===== src/rtl/fn_suma_resta_sync_if.sv =====
// Operand/result bundle for the registered RV32I add/subtract unit.
// The slave modport is the ALU side; the master modport is the issuing side.
interface fn_suma_resta_sync_if #(
  parameter int WIDTH = 32
);
  logic             in_valid;
  logic [WIDTH-1:0] a;
  logic [WIDTH-1:0] b;
  logic             resta;
  logic [WIDTH-1:0] Y;
  logic             out_valid;
  logic             flag_z;
  logic             flag_n;
  logic             flag_c;
  logic             flag_v;

  modport master (
    output in_valid, a, b, resta,
    input  Y, out_valid, flag_z, flag_n, flag_c, flag_v
  );

  modport slave (
    input  in_valid, a, b, resta,
    output Y, out_valid, flag_z, flag_n, flag_c, flag_v
  );
endinterface


===== src/rtl/fn_suma_resta_sync.sv =====
// Registered two's-complement adder/subtractor (ADD/SUB/ADDI), one-cycle latency.
// Status flags are built only when FN_SUMA_RESTA_FLAGS_EN is defined; otherwise tied to 0.
module fn_suma_resta_sync #(
  parameter int WIDTH = 32
) (
  input  logic                 clk,
  input  logic                 rst,
  fn_suma_resta_sync_if.slave  bus
);

  // Subtract reuses the adder: a + ~b + 1
  logic [WIDTH-1:0] w_bb;
  logic [WIDTH-1:0] w_cin;

  assign w_bb  = bus.b ^ {WIDTH{bus.resta}};
  assign w_cin = {{(WIDTH-1){1'b0}}, bus.resta};

  logic [WIDTH-1:0] r_y;
  logic             r_out_valid;

`ifdef FN_SUMA_RESTA_FLAGS_EN
  logic [WIDTH:0]   w_sum;
  logic             w_v;
  logic             r_flag_z;
  logic             r_flag_n;
  logic             r_flag_c;
  logic             r_flag_v;

  assign w_sum = {1'b0, bus.a} + {1'b0, w_bb} + {1'b0, w_cin};
  assign w_v   = (bus.a[WIDTH-1] == w_bb[WIDTH-1]) &&
                 (w_sum[WIDTH-1] != bus.a[WIDTH-1]);

  always_ff @(posedge clk) begin
    if (rst) begin
      r_y         <= '0;
      r_out_valid <= 1'b0;
      r_flag_z    <= 1'b0;
      r_flag_n    <= 1'b0;
      r_flag_c    <= 1'b0;
      r_flag_v    <= 1'b0;
    end else begin
      r_out_valid <= bus.in_valid;
      if (bus.in_valid) begin
        r_y      <= w_sum[WIDTH-1:0];
        r_flag_z <= (w_sum[WIDTH-1:0] == '0);
        r_flag_n <= w_sum[WIDTH-1];
        r_flag_c <= w_sum[WIDTH];
        r_flag_v <= w_v;
      end
    end
  end

  assign bus.flag_z = r_flag_z;
  assign bus.flag_n = r_flag_n;
  assign bus.flag_c = r_flag_c;
  assign bus.flag_v = r_flag_v;
`else
  logic [WIDTH-1:0] w_sum;

  assign w_sum = bus.a + w_bb + w_cin;

  always_ff @(posedge clk) begin
    if (rst) begin
      r_y         <= '0;
      r_out_valid <= 1'b0;
    end else begin
      r_out_valid <= bus.in_valid;
      if (bus.in_valid) begin
        r_y <= w_sum;
      end
    end
  end

  assign bus.flag_z = 1'b0;
  assign bus.flag_n = 1'b0;
  assign bus.flag_c = 1'b0;
  assign bus.flag_v = 1'b0;
`endif

  assign bus.Y         = r_y;
  assign bus.out_valid = r_out_valid;

endmodule


===== src/flat_wrapper.sv =====
// flat-port wrapper written by rule: the top's interface ports become plain ports
module fn_suma_resta_sync_flat 
#(
  parameter int WIDTH = 32
)
  (clk, rst, bus_in_valid, bus_a, bus_b, bus_resta, bus_Y, bus_out_valid, bus_flag_z, bus_flag_n, bus_flag_c, bus_flag_v);
  fn_suma_resta_sync_if #(.WIDTH(WIDTH)) bus_i ();
  input  logic clk;
  input  logic rst;
  input wire logic [$bits(bus_i.in_valid)-1:0] bus_in_valid;
  input wire logic [$bits(bus_i.a)-1:0] bus_a;
  input wire logic [$bits(bus_i.b)-1:0] bus_b;
  input wire logic [$bits(bus_i.resta)-1:0] bus_resta;
  output wire logic [$bits(bus_i.Y)-1:0] bus_Y;
  output wire logic [$bits(bus_i.out_valid)-1:0] bus_out_valid;
  output wire logic [$bits(bus_i.flag_z)-1:0] bus_flag_z;
  output wire logic [$bits(bus_i.flag_n)-1:0] bus_flag_n;
  output wire logic [$bits(bus_i.flag_c)-1:0] bus_flag_c;
  output wire logic [$bits(bus_i.flag_v)-1:0] bus_flag_v;
  assign bus_i.in_valid = bus_in_valid;
  assign bus_i.a = bus_a;
  assign bus_i.b = bus_b;
  assign bus_i.resta = bus_resta;
  assign bus_Y = bus_i.Y;
  assign bus_out_valid = bus_i.out_valid;
  assign bus_flag_z = bus_i.flag_z;
  assign bus_flag_n = bus_i.flag_n;
  assign bus_flag_c = bus_i.flag_c;
  assign bus_flag_v = bus_i.flag_v;
  fn_suma_resta_sync #(.WIDTH(WIDTH)) u_core (.clk(clk), .rst(rst), .bus(bus_i));
endmodule

===== config.mk =====
export PLATFORM = sky130hd
export DESIGN_NAME = fn_suma_resta_sync_flat
export DESIGN_NICKNAME = d
export VERILOG_FILES = /design/src/rtl/fn_suma_resta_sync_if.sv /design/src/rtl/fn_suma_resta_sync.sv /design/src/flat_wrapper.sv
export SDC_FILE = /design/constraint.sdc
export NUM_CORES = 1
export LEC_CHECK = 0
export BUFFER_PORTS_ARGS = -buffer_cell sky130_fd_sc_hd__buf_2
export CELL_PAD_IN_SITES_DETAIL_PLACEMENT = 0
export CELL_PAD_IN_SITES_GLOBAL_PLACEMENT = 1
export CORE_UTILIZATION = 37
export DETAILED_ROUTE_END_ITERATION = 7
export MAX_ROUTING_LAYER = met4
export PLACE_DENSITY_LB_ADDON = 0.05
export SLEW_MARGIN = 0
export SYNTH_ARGS = -nofsm -noshare
export SYNTH_HDL_FRONTEND = slang
export SYNTH_SLANG_ARGS = --single-unit

===== constraint.sdc =====
create_clock -name clk -period 3.65 [get_ports clk]
set_clock_uncertainty 0.05 [all_clocks]
set_input_delay 0.73 -clock clk [delete_from_list [all_inputs] [get_ports clk]]
set_output_delay 0.73 -clock clk [all_outputs]
set_load 0.005 [all_outputs]

==> impl_metrics.env, run 1 <==
export IMPL_area_growth_pct=21.0
export IMPL_gr_total_overflow=0
export IMPL_async_reset_ff_frac=0
export IMPL_dp_hpwl_um=7850
export IMPL_r2r_start="u_core.bus.Y[24]$_SDFFE_PP0P_"
export IMPL_p_sw_mw=0.596
export IMPL_holdCritStartpoint="u_core.bus.Y[12]$_SDFFE_PP0P_"
export IMPL_start_kind="input port"
export IMPL_ctsResizeCount=0
export IMPL_finalSetupTns_ns=0
export IMPL_finish_utilization=0.469
export IMPL_drc=0
export IMPL_hold_path_cell_count=2
export IMPL_relSlewSlack=0.563
export IMPL_grt_pass1_wl_um=15500
export IMPL_ys_types=60
export IMPL_ios=105
export IMPL_num_antenna_cells=0
export IMPL_ff2ff_path_depth=2
export IMPL_htree_levels=2
export IMPL_route_vias_total=3350
export IMPL_layout_min_cycle_time_ns=3.16
export IMPL_drt_total_wl_um=9870
export IMPL_place_gp_congestion=0.873
export IMPL_cts_made_buffers=5
export IMPL_drtIter0Drc=133
export IMPL_crit_required_ns=3.79
export IMPL_antenna_found_initial=0
export IMPL_syn_area_per_cell_um2=7.57
export IMPL_crit_type="input port to register"
export IMPL_port_buffer_count=100
export IMPL_placed_area_um2=3810
export IMPL_status="finished, final reports clean"
export IMPL_die_area_um2=9110
export IMPL_crit_path_max_fanout=13
export IMPL_hold_viol_final=0
export IMPL_rows=33
export IMPL_grtUsageTotal=0.231
export IMPL_power_density_nw_per_um2=378
export IMPL_cap_violations=0
export IMPL_finalNetCount=620
export IMPL_synth_top_area_cell="dfxtp_1"
export IMPL_yosys_warnings=0
export IMPL_p_comb_frac=0.484
export IMPL_ys_seq_elements=33
export IMPL_cts_tree="done"
export IMPL_timing_final_crit_share=0.866
export IMPL_clockBufferDepth=2
export IMPL_drt_pre_antenna_iters=4
export IMPL_clock_latency_ns=0.29
export IMPL_clockRootBuffer="clkbuf_8"
export IMPL_clk_pin_slew_worst_paths_ns=0.08
export IMPL_hold_path_class="register to register"
export IMPL_die_w_um=95.4
export IMPL_setup_viol_count_final=0
export IMPL_r2r_slack_ns=2.66
export IMPL_timing_rr_end="u_core.bus.Y[24]$_SDFFE_PP0P_"
export IMPL_synth_main_ff_cell="dfxtp_1"
export IMPL_drive_gt1_frac=0.239
export IMPL_design_area_um2=3910
export IMPL_core_region_area_um2=8340
export IMPL_final_cell_mix="buf_2 (100), nand2_1 (57), xor2_1 (43), a21oi_1 (40), nor2_1 (35)"
export IMPL_initial_core_util=0.387
export IMPL_rsz0062_at_grt="no"
export IMPL_synthCells=427
export IMPL_ys_seq_area_frac=0.204
export IMPL_grt_pass1_vias=3122
export IMPL_seqPwrFrac=0.296
export IMPL_switching_share=0.404
export IMPL_dp_cells=616
export IMPL_hold_buffers=0
export IMPL_worstSetupEndpointType="register"
export IMPL_clock_sinks=33
export IMPL_die_h_um=95.4
export IMPL_holdWs_ns=0.394
export IMPL_ant_nets=0
export IMPL_ir_drop_mv=0.157
export IMPL_vias_per_cell=5.37
export IMPL_p_clk_frac=0.219
export IMPL_synth_edf_count=0
export IMPL_grt_max_degree=25
export IMPL_critical_path_arrival_ns=3.30
export IMPL_synth_top_cell_area_share=0.204
export IMPL_synth_area_leaders="dfxtp_1 (20%), ha_1 (13%), xor2_1 (12%), nand2_1 (6.6%), a21oi_1 (6.2%)"
export IMPL_drv_slew=0
export IMPL_cts_post_setup_buffers_inserted=0
export IMPL_avgRoutedWirePerCell_um=15.8
export IMPL_hold_end="u_core.bus.Y[12]$_SDFFE_PP0P_"
export IMPL_worstMarginPinSlew_ns=0.649
export IMPL_max_freq_mhz=316
export IMPL_final_common_cell="buf_2"
export IMPL_power_leakage_nw=1.78
export IMPL_synth_area_um2=3230
export IMPL_stdcell_count=624
export IMPL_p_int_mw=0.880
-- sequential cells by signal, summed over array words and instances (netlist names) --
| register | flops |
|---|---|
| u_core.bus.Y | 32 |
| u_core.bus.out_valid | 1 |
-- layer usage --
metal,wire [um],vias up,track usage
met3,486,9,0.0335
met5,0,-,-
met1,4580,1536,0.291
li1,-,1704,-
met4,96,0,0.0560
met2,4710,101,0.386
-- power by group through the flow --
stage	clock (mW)	combinational (mW)	sequential (mW)
6_report	0.324	0.715	0.438
5_1_grt	0.355	0.800	0.444
4_1_cts	0.337	0.717	0.438
3_5_place_dp	0	0.711	0.446
3_3_place_gp	0	0.713	0.445
2_1_floorplan	0	0.483	0.449
-- cell families after synthesis --
logic type	after synthesis	share of synthesized area
AND/OR/NAND/NOR	134	0.192
AO/OA/AOI/OAI	130	0.249
XOR/XNOR	57	0.155
adder cells (fa/ha/maj)	34	0.134
flip-flops	33	0.204
buffers and inverters	32	0.0449
multiplexers	6	0.0201
other	1	0.00116
-- synthesized netlist by cell type, drive strengths merged (2+ instances only) --
cell,n
xnor2,14
mux2i,5
ha,33
o211ai,10
or3,3
o2111ai,2
a21oi,43
nand3,4
a31oi,3
nor3,7
dfxtp,33
and3,2
o21a,3
o31ai,2
o21bai,4
a211o,2
o21ai,42
nand2,57
xor2,43
nor2,35
clkbuf,13
inv,8
a211oi,8
nand4b,2
nand2b,3
nand4,10
buf,11
a31o,2
a21boi,2
-- critical path, stage by stage --
cell	delay (ns)
buf_2	0.36
buf_12	0.21
xor2_1	0.14
ha_1	0.32
a21oi_1	0.33
o211ai_1	0.15
a21boi_1	0.30
a31oi_1	0.24
a31oi_1	0.27
xor2_1	0.16
o21ai_1	0.06
-- through the flow --
| step | total power, mW | worst slack (ns) |
|---|---|---|
| 6_report | 1.48 | 0.489 |
| 3_3_place_gp | 1.16 | 0.151 |
| 5_1_grt | 1.60 | 0.221 |
| 4_1_cts | 1.49 | 0.486 |
| 2_1_floorplan | 0.933 | 0.263 |
| 3_5_place_dp | 1.16 | 0.168 |
-- worst max path at each step --
| stage | start | end | cells past startpoint |
|---|---|---|---|
| detailed placement | bus_resta | u_core.bus.Y[29]$_SDFFE_PP0P_ | 11 |
| finish | bus_resta | u_core.bus.Y[29]$_SDFFE_PP0P_ | 11 |
| CTS | bus_resta | u_core.bus.Y[29]$_SDFFE_PP0P_ | 11 |
| global route | bus_resta | u_core.bus.Y[30]$_SDFFE_PP0P_ | 11 |
| global placement | bus_resta | u_core.bus.Y[30]$_SDFFE_PP0P_ | 11 |
| floorplan | bus_resta | u_core.bus.Y[28]$_SDFFE_PP0P_ | 12 |
-- cell type report --
cell class	count	area, um2
Inverter	8	30.0
Multi-Input combinational cell	365	2440
Sequential cell	33	661
Tap cell	105	131
Clock buffer	7	96.3
Clock inverter	1	5.00
Timing Repair Buffer	105	551
Fill cell	882	4430
Power figures use the tool's default switching activity.
==> run 2: changes to the inputs <==
--- a/config.mk
+++ b/config.mk
@@ -12,6 +12,7 @@
 export DETAILED_ROUTE_END_ITERATION = 7
 export MAX_ROUTING_LAYER = met4
 export PLACE_DENSITY_LB_ADDON = 0.05
+export REMOVE_ABC_BUFFERS = 1
 export SLEW_MARGIN = 0
 export SYNTH_ARGS = -nofsm -noshare
 export SYNTH_HDL_FRONTEND = slang
==> impl_metrics.env, run 2 (synthesized netlist as in run 1, its figures left out) <==
export IMPL_route_vias_total=3326
export IMPL_num_antenna_cells=0
export IMPL_worstMarginPinSlew_ns=0.573
export IMPL_clk_pin_slew_worst_paths_ns=0.07
export IMPL_area_growth_pct=21.7
export IMPL_drt_total_wl_um=9180
export IMPL_crit_path_max_fanout=16
export IMPL_setup_viol_count_final=0
export IMPL_drtIter0Drc=114
export IMPL_power_mw=1.47
export IMPL_start_kind="input port"
export IMPL_dp_cells=619
export IMPL_ff2ff_path_depth=2
export IMPL_stdcell_count=627
export IMPL_die_w_um=95.4
export IMPL_gr_total_overflow=0
export IMPL_grtUsageTotal=0.215
export IMPL_drv_slew=0
export IMPL_ir_drop_mv=0.141
export IMPL_hold_path_cell_count=2
export IMPL_worstSetupEndpointType="register"
export IMPL_nFillCells=906
export IMPL_r2r_start="u_core.bus.Y[24]$_SDFFE_PP0P_"
export IMPL_finalNetCount=623
export IMPL_finish_utilization=0.471
export IMPL_layout_min_cycle_time_ns=3.05
export IMPL_clock_sinks=33
export IMPL_die_area_um2=9110
export IMPL_drive_gt1_frac=0.243
export IMPL_htree_levels=2
export IMPL_power_leakage_nw=1.80
export IMPL_largest_reg_flops=32
export IMPL_vias_per_cell=5.30
export IMPL_holdCritStartpoint="u_core.bus.Y[14]$_SDFFE_PP0P_"
export IMPL_ant_nets=0
export IMPL_hold_path_class="register to register"
export IMPL_initial_core_util=0.387
export IMPL_design_area_um2=3930
export IMPL_place_gp_congestion=0.939
export IMPL_grt_pass1_vias=3000
export IMPL_placed_area_um2=3830
export IMPL_dp_hpwl_um=7410
export IMPL_drt_pre_antenna_iters=4
export IMPL_seq_area_um2=661
export IMPL_finalSetupTns_ns=0
export IMPL_p_clk_frac=0.220
export IMPL_rsz0062_at_grt="no"
export IMPL_rows=33
export IMPL_p_int_mw=0.884
export IMPL_clock_latency_ns=0.29
export IMPL_clockRootBuffer="clkbuf_8"
export IMPL_die_h_um=95.4
export IMPL_final_common_cell="buf_2"
export IMPL_p_sw_mw=0.583
export IMPL_hold_viol_final=0
export IMPL_crit_type="input port to register"
export IMPL_p_comb_frac=0.483
export IMPL_power_density_nw_per_um2=373
export IMPL_grt_max_degree=25
export IMPL_cap_violations=0
export IMPL_avgRoutedWirePerCell_um=14.6
export IMPL_relSlewSlack=0.616
export IMPL_max_freq_mhz=328
export IMPL_core_region_area_um2=8340
export IMPL_grt_pass1_wl_um=14700
export IMPL_final_cell_mix="buf_2 (100), nand2_1 (57), xor2_1 (43), a21oi_1 (40), nor2_1 (35)"
export IMPL_antenna_found_initial=0
export IMPL_drc=0
export IMPL_cts_tree="done"
export IMPL_multi_input_area_um2=2440
export IMPL_timing_rr_end="u_core.bus.Y[24]$_SDFFE_PP0P_"
export IMPL_hold_end="u_core.bus.Y[14]$_SDFFE_PP0P_"
export IMPL_ctsResizeCount=0
export IMPL_cts_post_setup_buffers_inserted=0
export IMPL_cts_made_buffers=5
export IMPL_hold_buffers=0
export IMPL_seqPwrFrac=0.297
export IMPL_crit_required_ns=3.82
export IMPL_port_buffer_count=100
export IMPL_clockBufferDepth=2
export IMPL_r2r_slack_ns=2.65
export IMPL_timing_final_crit_share=0.835
export IMPL_status="finished, final reports clean"
export IMPL_switching_share=0.398
export IMPL_ios=105
export IMPL_critical_path_arrival_ns=3.22
run 2: worst max-delay path by stage:
stage / slack [ns] / start / end
floorplan: 0.88 / bus_resta / u_core.bus.Y[28]$_SDFFE_PP0P_
global placement: 0.32 / bus_resta / u_core.bus.Y[29]$_SDFFE_PP0P_
detailed placement: 0.33 / bus_resta / u_core.bus.Y[29]$_SDFFE_PP0P_
CTS: 0.64 / bus_resta / u_core.bus.Y[22]$_SDFFE_PP0P_
global route: 0.39 / bus_resta / u_core.bus.Y[30]$_SDFFE_PP0P_
finish: 0.60 / bus_resta / u_core.bus.Y[29]$_SDFFE_PP0P_
run 2: power by group through the flow:
| stage | clock [mW] | combinational (mW) | sequential [mW] |
|---|---|---|---|
| 3_5_place_dp | 0 | 0.707 | 0.444 |
| 5_1_grt | 0.353 | 0.799 | 0.442 |
| 3_3_place_gp | 0 | 0.704 | 0.443 |
| 4_1_cts | 0.340 | 0.711 | 0.436 |
| 2_1_floorplan | 0 | 0.461 | 0.450 |
| 6_report | 0.323 | 0.709 | 0.435 |
run 2: final cells by class:
cell class,count,area share
Inverter,8,0.00764
Multi-Input combinational cell,365,0.619
Tap cell,105,0.0334
Clock buffer,7,0.0245
Clock inverter,1,0.00127
Sequential cell,33,0.168
Timing Repair Buffer,108,0.146
run 2: through the flow:
step	hold WS [ns]	setup slack (ns)
global placement	0.381	0.319
detailed placement	0.386	0.333
global route	0.416	0.392
floorplan	0.392	0.880
CTS	0.397	0.636
finish	0.391	0.602
run 2: layer usage:
metal | routed length [um] | vias to the layer above | track usage | part of all wire
met5 | 0 | - | - | 0
met4 | 124 | 0 | 0.0510 | 0.014
met3 | 458 | 9 | 0.0287 | 0.050
met2 | 4040 | 108 | 0.332 | 0.44
met1 | 4560 | 1500 | 0.296 | 0.50
li1 | - | 1709 | - | -
run 2: worst max-delay path: stages:
cell	delay, ns
buf_2	0.17
buf_12	0.18
xor2_1	0.17
ha_1	0.40
nand2_1	0.12
nor3_1	0.22
nand3_1	0.23
a31oi_1	0.50
a31oi_1	0.21
xor2_1	0.18
o21ai_1	0.11
